[config.mk]
export PLATFORM = sky130hd
export DESIGN_NAME = sbox_quarter_sequencer
export DESIGN_NICKNAME = d
export VERILOG_FILES = /design/src/rtl/sbox_quarter_sequencer_pkg.sv /design/src/rtl/sbox_out_fifo.sv /design/src/rtl/sbox_quarter_sequencer.sv
export SDC_FILE = /design/constraint.sdc
export NUM_CORES = 1
export LEC_CHECK = 0
export ABC_CLOCK_PERIOD_IN_PS = 3900
export CAP_MARGIN = 25
export CORE_ASPECT_RATIO = 0.9
export CORE_MARGIN = 1
export CORE_UTILIZATION = 39
export CTS_BUF_LIST = sky130_fd_sc_hd__clkbuf_16
export CTS_CLUSTER_DIAMETER = 120
export DETAILED_ROUTE_END_ITERATION = 6
export PLACE_DENSITY_LB_ADDON = 0.25
export SYNTH_ARGS = -nofsm -noshare
export SYNTH_HDL_FRONTEND = slang
export SYNTH_SLANG_ARGS = --single-unit
[constraint.sdc]
create_clock -name clk -period 3.9 [get_ports clk]
set_input_delay 0.78 -clock clk [delete_from_list [all_inputs] [get_ports clk]]
set_output_delay 0.78 -clock clk [all_outputs]
set_load 0.01 [all_outputs]
[src/rtl/sbox_quarter_sequencer_pkg.sv]
// Shared types and constants for the masked S-box quarter sequencer.
// Address format is {rnd lane, data byte}, indexing one BRAM_*_x49 table.
package sbox_quarter_sequencer_pkg;

    localparam int ADDR_W = 10;
    localparam int LANE_W = 8;
    localparam int RND_W  = 2;

    typedef enum logic [1:0] {
        IDLE,
        LO,
        HI
    } state_t;

    typedef enum logic [1:0] {
        TAG_NONE,
        TAG_LO,
        TAG_HI
    } tag_t;

    function automatic logic [ADDR_W-1:0] sbox_addr(input logic [RND_W-1:0] rnd,
                                                    input logic [LANE_W-1:0] data);
        return {rnd, data};
    endfunction

endpackage

[src/rtl/sbox_out_fifo.sv]
// Small synchronous output FIFO; head reads as zero while empty.
// A push on a full FIFO is taken only when a pop frees the slot in the same cycle.
module sbox_out_fifo #(
    parameter int FIFO_DEPTH = 2,
    parameter int DATA_W     = 32
) (
    input  logic              clk,
    input  logic              rst,
    input  logic              push,
    input  logic [DATA_W-1:0] push_data,
    input  logic              pop,
    output logic [DATA_W-1:0] head,
    output logic              full,
    output logic              empty
);
    localparam int PTR_W = (FIFO_DEPTH > 1) ? $clog2(FIFO_DEPTH) : 1;
    localparam int CNT_W = $clog2(FIFO_DEPTH + 1);

    logic [DATA_W-1:0] mem [FIFO_DEPTH];
    logic [PTR_W-1:0]  wr_ptr;
    logic [PTR_W-1:0]  rd_ptr;
    logic [CNT_W-1:0]  count;
    logic              do_push;
    logic              do_pop;

    function automatic logic [PTR_W-1:0] ptr_inc(input logic [PTR_W-1:0] p);
        return (p == PTR_W'(FIFO_DEPTH - 1)) ? '0 : p + PTR_W'(1);
    endfunction

    assign empty   = (count == '0);
    assign full    = (count == CNT_W'(FIFO_DEPTH));
    assign do_pop  = pop & ~empty;
    assign do_push = push & (~full | do_pop);
    assign head    = empty ? '0 : mem[rd_ptr];

    always_ff @(posedge clk or negedge rst) begin
        if (!rst) begin
            wr_ptr <= '0;
            rd_ptr <= '0;
            count  <= '0;
        end else begin
            if (do_push) wr_ptr <= ptr_inc(wr_ptr);
            if (do_pop)  rd_ptr <= ptr_inc(rd_ptr);
            case ({do_push, do_pop})
                2'b10:   count <= count + CNT_W'(1);
                2'b01:   count <= count - CNT_W'(1);
                default: ;
            endcase
        end
    end

    always_ff @(posedge clk) begin
        if (do_push) mem[wr_ptr] <= push_data;
    end

endmodule

[src/rtl/sbox_quarter_sequencer.sv]
// Issues two dual-port S-box reads per 32-bit quarter column (lanes 0/1, then 2/3)
// and reassembles the registered BRAM outputs into one word behind a credit-guarded FIFO.
module sbox_quarter_sequencer
    import sbox_quarter_sequencer_pkg::*;
#(
    parameter int BRAM_LAT   = 2,
    parameter int FIFO_DEPTH = 2
) (
    input  logic              clk,
    input  logic              rst,
    input  logic              in_valid,
    output logic              in_ready,
    input  logic [31:0]       in_data,
    input  logic [7:0]        in_rnd,
    output logic [ADDR_W-1:0] bram_addra,
    output logic [ADDR_W-1:0] bram_addrb,
    output logic              bram_en,
    output logic              bram_rst,
    input  logic [7:0]        bram_doa,
    input  logic [7:0]        bram_dob,
    output logic              out_valid,
    input  logic              out_ready,
    output logic [31:0]       out_data
);
    localparam int CRED_W = $clog2(FIFO_DEPTH + 1);

    state_t            state;
    state_t            state_nxt;
    logic [ADDR_W-1:0] addra_nxt;
    logic [ADDR_W-1:0] addrb_nxt;
    logic [31:0]       data_q;
    logic [7:0]        rnd_q;
    tag_t              tag_issue;
    tag_t              tag_sr [BRAM_LAT];
    logic [CRED_W-1:0] credits;
    logic [15:0]       lo_hold;
    logic              accept;
    logic              pop;
    logic              push;
    logic              fifo_empty;
    logic              fifo_full_unused;

    assign in_ready = rst && (state != LO) && (credits != '0);
    assign accept   = in_valid & in_ready;
    assign pop      = out_valid & out_ready;
    assign push     = (tag_sr[BRAM_LAT-1] == TAG_HI);
    assign bram_en  = rst;
    assign bram_rst = ~rst;
    assign out_valid = ~fifo_empty;

    always_comb begin
        state_nxt = state;
        addra_nxt = bram_addra;
        addrb_nxt = bram_addrb;
        tag_issue = TAG_NONE;
        case (state)
            IDLE, HI: begin
                if (state == HI) tag_issue = TAG_HI;
                if (accept) begin
                    // Lane 0/1 addresses come straight from the port so they appear the cycle after accept.
                    state_nxt = LO;
                    addra_nxt = sbox_addr(in_rnd[1:0], in_data[7:0]);
                    addrb_nxt = sbox_addr(in_rnd[3:2], in_data[15:8]);
                end else begin
                    state_nxt = IDLE;
                end
            end
            LO: begin
                tag_issue = TAG_LO;
                state_nxt = HI;
                addra_nxt = sbox_addr(rnd_q[5:4], data_q[23:16]);
                addrb_nxt = sbox_addr(rnd_q[7:6], data_q[31:24]);
            end
            default: state_nxt = IDLE;
        endcase
    end

    always_ff @(posedge clk or negedge rst) begin
        if (!rst) begin
            state      <= IDLE;
            bram_addra <= '0;
            bram_addrb <= '0;
            credits    <= CRED_W'(FIFO_DEPTH);
            for (int i = 0; i < BRAM_LAT; i++) tag_sr[i] <= TAG_NONE;
        end else begin
            state      <= state_nxt;
            bram_addra <= addra_nxt;
            bram_addrb <= addrb_nxt;
            tag_sr[0]  <= tag_issue;
            for (int i = 1; i < BRAM_LAT; i++) tag_sr[i] <= tag_sr[i-1];
            case ({accept, pop})
                2'b10:   credits <= credits - CRED_W'(1);
                2'b01:   credits <= credits + CRED_W'(1);
                default: ;
            endcase
        end
    end

    always_ff @(posedge clk) begin
        if (accept) begin
            data_q <= in_data;
            rnd_q  <= in_rnd;
        end
        if (tag_sr[BRAM_LAT-1] == TAG_LO) lo_hold <= {bram_dob, bram_doa};
    end

    sbox_out_fifo #(
        .FIFO_DEPTH(FIFO_DEPTH),
        .DATA_W    (32)
    ) u_fifo (
        .clk      (clk),
        .rst      (rst),
        .push     (push),
        .push_data({bram_dob, bram_doa, lo_hold}),
        .pop      (pop),
        .head     (out_data),
        .full     (fifo_full_unused),
        .empty    (fifo_empty)
    );

endmodule

After elaboration in Yosys (flattened, before gate mapping)
Memory sizes are Yosys's and may differ from the RTL's.
Index checks and enable logic that the tools add are counted.
Storage, ports and cells
  register bits: 88
  memory bits (writable): 64
  bits of input ports: 60
  output and inout bits: 56
  logic and storage cells: 63
  memories: 1
Memories
  u_fifo.mem: depth 2, width 32, rd ports 1, clocked after memory_dff 0, wr ports 1, RTL line sbox_out_fifo.sv:19  | logic [DATA_W-1:0] mem [FIFO_DEPTH];
Cells by class
  add/subtract/negate cells: 6
  equality and inequality tests: 11
  muxes and demuxes: 15
  bitwise gates (word level): 8
  reductions and logical operators: 10
Operator list (number)
  $pmux W10 S2: 2
  $mux W32: 1
  $mux W10: 2
  $pmux W2 S2: 4
  $eq A2 B2 Y1 const B: 5
  $eq A2 B1 Y1 const B: 4
  $reduce_bool A2 Y1: 4
  $mux W1: 5
  $add A2 B1 Y2 const B: 2
  $and A1 B1 Y1: 4
  $logic_not A2 Y1: 2
  $sub A2 B1 Y2 const B: 2
  $not A1 Y1: 3
  $add A1 B1 Y1 const B: 2
  $logic_and A1 B1 Y1: 2
  $mux W2: 1
  $ne A2 B1 Y1 const B: 1
  $ne A2 B2 Y1 const B: 1
  $reduce_and A2 Y1: 1
  $reduce_or A2 Y1: 1
  $or A1 B1 Y1: 1

Longest topological paths before layout
  depth after elaboration: 8
  mapped depth: 9

By module
From an unflattened synthesis, not the netlist that was laid out.
Second synthesis, totals
  cell total of the unflattened synthesis: 311
  area, all modules: 4951.0 µm²
By module, submodules not included
  sbox_out_fifo: times used 1, cells each 157, area each 2637.5 µm²
  sbox_quarter_sequencer: times used 1, cells each 154, area each 2313.5 µm²

Worst setup path before layout
Ideal clock, no wire load.
  kind: input-to-reg
  start: input port out_ready
  end: memory u_fifo.mem[0][0], enable pin
  library setup time: 0.425 ns
  arrival time: 2.577 ns
  path slack: 0.898 ns
  stages on the path: 3
  path through: inv_1 a31oi_1 nor2b_1
On the way
  longest elaborated chain between the ends: 6
RTL lines
  start: declaration: RTL line sbox_quarter_sequencer.sv:22  | input logic out_ready,
  $and A1 B1 Y1: RTL line sbox_quarter_sequencer.sv:45  | assign pop = out_valid & out_ready;
  $and A1 B1 Y1: RTL line sbox_out_fifo.sv:32  | assign do_pop = pop & ~empty;
  $or A1 B1 Y1: RTL line sbox_out_fifo.sv:33  | assign do_push = push & (~full | do_pop);
  $and A1 B1 Y1: RTL line sbox_out_fifo.sv:33
  $mux W1: RTL line sbox_out_fifo.sv:53  | if (do_push) mem[wr_ptr] <= push_data;
  $mux W1 (implied by the code): RTL line sbox_out_fifo.sv:53
  end: declaration: RTL line sbox_out_fifo.sv:19
Every way passes these cells.

Final worst setup path
  start: register u_fifo.rd_ptr
  end: output port out_data[27]
On the way
  longest elaborated chain between the ends: 2
RTL lines
  start: declaration: RTL line sbox_out_fifo.sv:21  | logic [PTR_W-1:0] rd_ptr;
  start signal: assignment: RTL line sbox_out_fifo.sv:43  | if (do_pop) rd_ptr <= ptr_inc(rd_ptr);
  $mem_v2 Z2 W32
  $mux W32: RTL line sbox_out_fifo.sv:34  | assign head = empty ? '0 : mem[rd_ptr];
  end: declaration: RTL line sbox_quarter_sequencer.sv:23  | output logic [31:0] out_data
Every way passes these cells.

==> metrics.txt <==
status finished clean; routed wire length 9120 um; slowest CP cell dfrtp_2; Post-Synth Simple-Gate Area 7.05%; main combinational cell family by area after synthesis simple AND/OR/NAND/NOR gates; # rows 38; layout cell share with drive strength beyond 1 9.15%; Max-Cap Viols 0; Longest Clk Path Bufs 2; Slew @ Worst Pin 927 ps; Setup Viol. Count Final 0; data arrival time of the critical path 2330 ps; routed len/inst 15.6 um; HPWL Detailed 5880 um; clk_lat worst skew 410 ps; CTS Buf Count 17; drt drc 0; worst endpoint required time 3120 ps; ant diodes 0; setup TNS 0 ps; register bit total from synthesis 131; Reg area 3780 um2; fmax 322 MHz; DP Area 6220 um2; final worst path period need 3110 ps; Compound-Gate Fraction of Synth Area 5.52%; Max IR drop VDD 367 uV; num ports 116; htree depth 4; Multi-input gate area 1020 um2; Ys Warns 0; Die Width 120 um; PostCTS Resize Cnt 0; vias in the first global route 2903; top cells by area, synth edfxtp_1 61%, dfrtp_1 15%, mux2i_1 6.7%; Setup Skew 9.59 ps; Leak 2.48 nW; Slew Viols, Final 0; DR vias 2735; final weighted congestion in routability-driven placement 0.723; Mapped Cells 288; initial DRC count 159; Slew headroom 37.9%; Post-CTS Repair Setup Buffers 0; Distinct cells, synth 30; Initial Utilization 40.4%; Area Overhead vs Synth 38.1%; Global Route Usage Sum 15.5%; leading area contributor after synthesis edfxtp_1; Hold Buf Count CTS 0; total gr overflow 0; first-pass GRT wire length 14600 um; Synth Area in Adders 0.255%; startpoint type of the worst setup path flop; Core Region 12100 um2; TritonRoute pass-1 iters 5; Critical Path Fanout Max 18; largest net degree at the start of global routing 33; WP buf/inv 2; Die Y-Extent 108 um; dominant synthesized flop cell edfxtp_1; Fillers 981; endpoints failing hold 0; Post-synth EDFFs 100; fraction of synthesized cell area in xor and xnor cells 1.07%; Routed Antenna Nets 0; design area 6760 um2; RSZ-0062 raised after global routing no; post-synthesis sequential area ratio 77.2%; kind of cell adding the most delay to the critical path buffers and inverters; via-per-instance ratio 4.67; number of clock sinks 131; port buffer count 115; CP Capture Type output port; Synth Cell Area 4900 um2; CTS clk-pin slew, worst paths 50 ps; top cell type's share of synthesized area 61.3%; fin nets 474; mux cell area share after synthesis 6.75%; Critical Path, Cell by Cell buf_4 > mux2i_1 > nor2_1 > clkdlybuf4s50_1; WS Path Type reg2out; syn_nets 349; clock root buffer master clkbuf_16; Die ar. 13000 um2; Post-synth ARST share 23.7%; Pwr Density 698 nW/um2; CTS tree built; Period Utilization, post-route 79.6%; syn avg cell area 17.0 um2; initial antenna violation count 0; worst hold path class in2async; Worst path max stage delay 720 ps
==> sequential cells by signal, indices dropped and copies added (netlist names), 2 cells and up <==
name,cells
rnd_q,4
bram_addrb,10
data_q,16
lo_hold,16
bram_addra,10
u_fifo.mem,64
credits,2
u_fifo.count,2
tag_sr,4
==> metrics by stage <==
step	cells	worst slack, ps	util (%)	hold slack (ps)	total power, mW
6_report	586	794	55.8	260	4.72
3_3_place_gp	554	1100	51.3	334	3.31
5_1_grt	586	662	55.8	262	4.95
2_1_floorplan	288	898	-	331	2.61
3_5_place_dp	554	1030	51.3	341	3.33
4_1_cts	586	752	55.8	250	4.79
==> cells in the mapped netlist, types with 2 or more instances <==
cell type  count
and2_1         2
nand2b_1      23
o221a_1       19
xnor2_1        2
buf_6          2
edfxtp_1     100
nand2_1        2
dfrtp_1       30
inv_1          5
mux2i_1       33
nor2b_1        4
xor2_1         4
buf_2         10
nor2_1        36
==> layer usage <==
layer	vias to the layer above	global-route usage (%)	share of wire (%)
met4	0	7.50	1.5
met3	9	5.17	4.8
li1	1320	-	-
met2	61	24.5	49
met1	1345	19.0	45
met5	-	0	0
==> cell families after synthesis <==
logic type / Yosys count
DFF: 131
and+or+nand+nor: 70
muxes: 33
AOI/OAI and AO/OA: 27
buffers and inverters: 20
xor gates and xnor gates: 6
adders and majority gates: 1
==> power breakdown <==
part / total [mW] / switching [mW] / internal [mW]
Clock: 1.43 / 0.521 / 0.911
Combinational: 1.34 / 0.594 / 0.747
Sequential: 1.95 / 0.166 / 1.78
Total: 4.72 / 1.28 / 3.44
==> path summary, 6_finish.rpt <==
path                                       from            end  slack, ps  cells after the start
worst max-delay path              u_fifo.rd_ptr   out_data[27]        790                      4
worst min-delay path                        rst       state[0]        260                      1
worst max register to register  u_fifo.count[1]     credits[1]       1760                      7
worst min register to register        tag_sr[3]      tag_sr[1]        350                      0
max in group asynchronous                   rst  bram_addrb[2]       3050                      2
min in group clk                      tag_sr[3]      tag_sr[1]        350                      0
==> final cells by class <==
class	instances	area share, %
sequential	131	55.9
clock buffer	17	6.29
tap	160	2.96
timing repair buffer	120	17.7
multi-input combinational	137	15.1
inverter	6	0.333
clock inverter	15	1.68
==> cells in the final DEF, fill, tap and decap left out, drive strengths merged <==
cell	count
or2	1
o21a	1
and2	2
edfxtp	100
nand3	1
buf	6
a31oi	1
clkbuf	17
nor2b	4
dfstp	1
inv	13
o221a	20
o21ai	3
clkinv	6
bufinv	2
mux2i	33
nand2	2
clkdlybuf4s50	114
nand2b	23
nor3b	1
nor2	36
a21oi	1
a22oi	1
ha	1
xnor2	2
xor2	4
dfrtp	30
No activity file was read; power rests on OpenSTA's default activity.
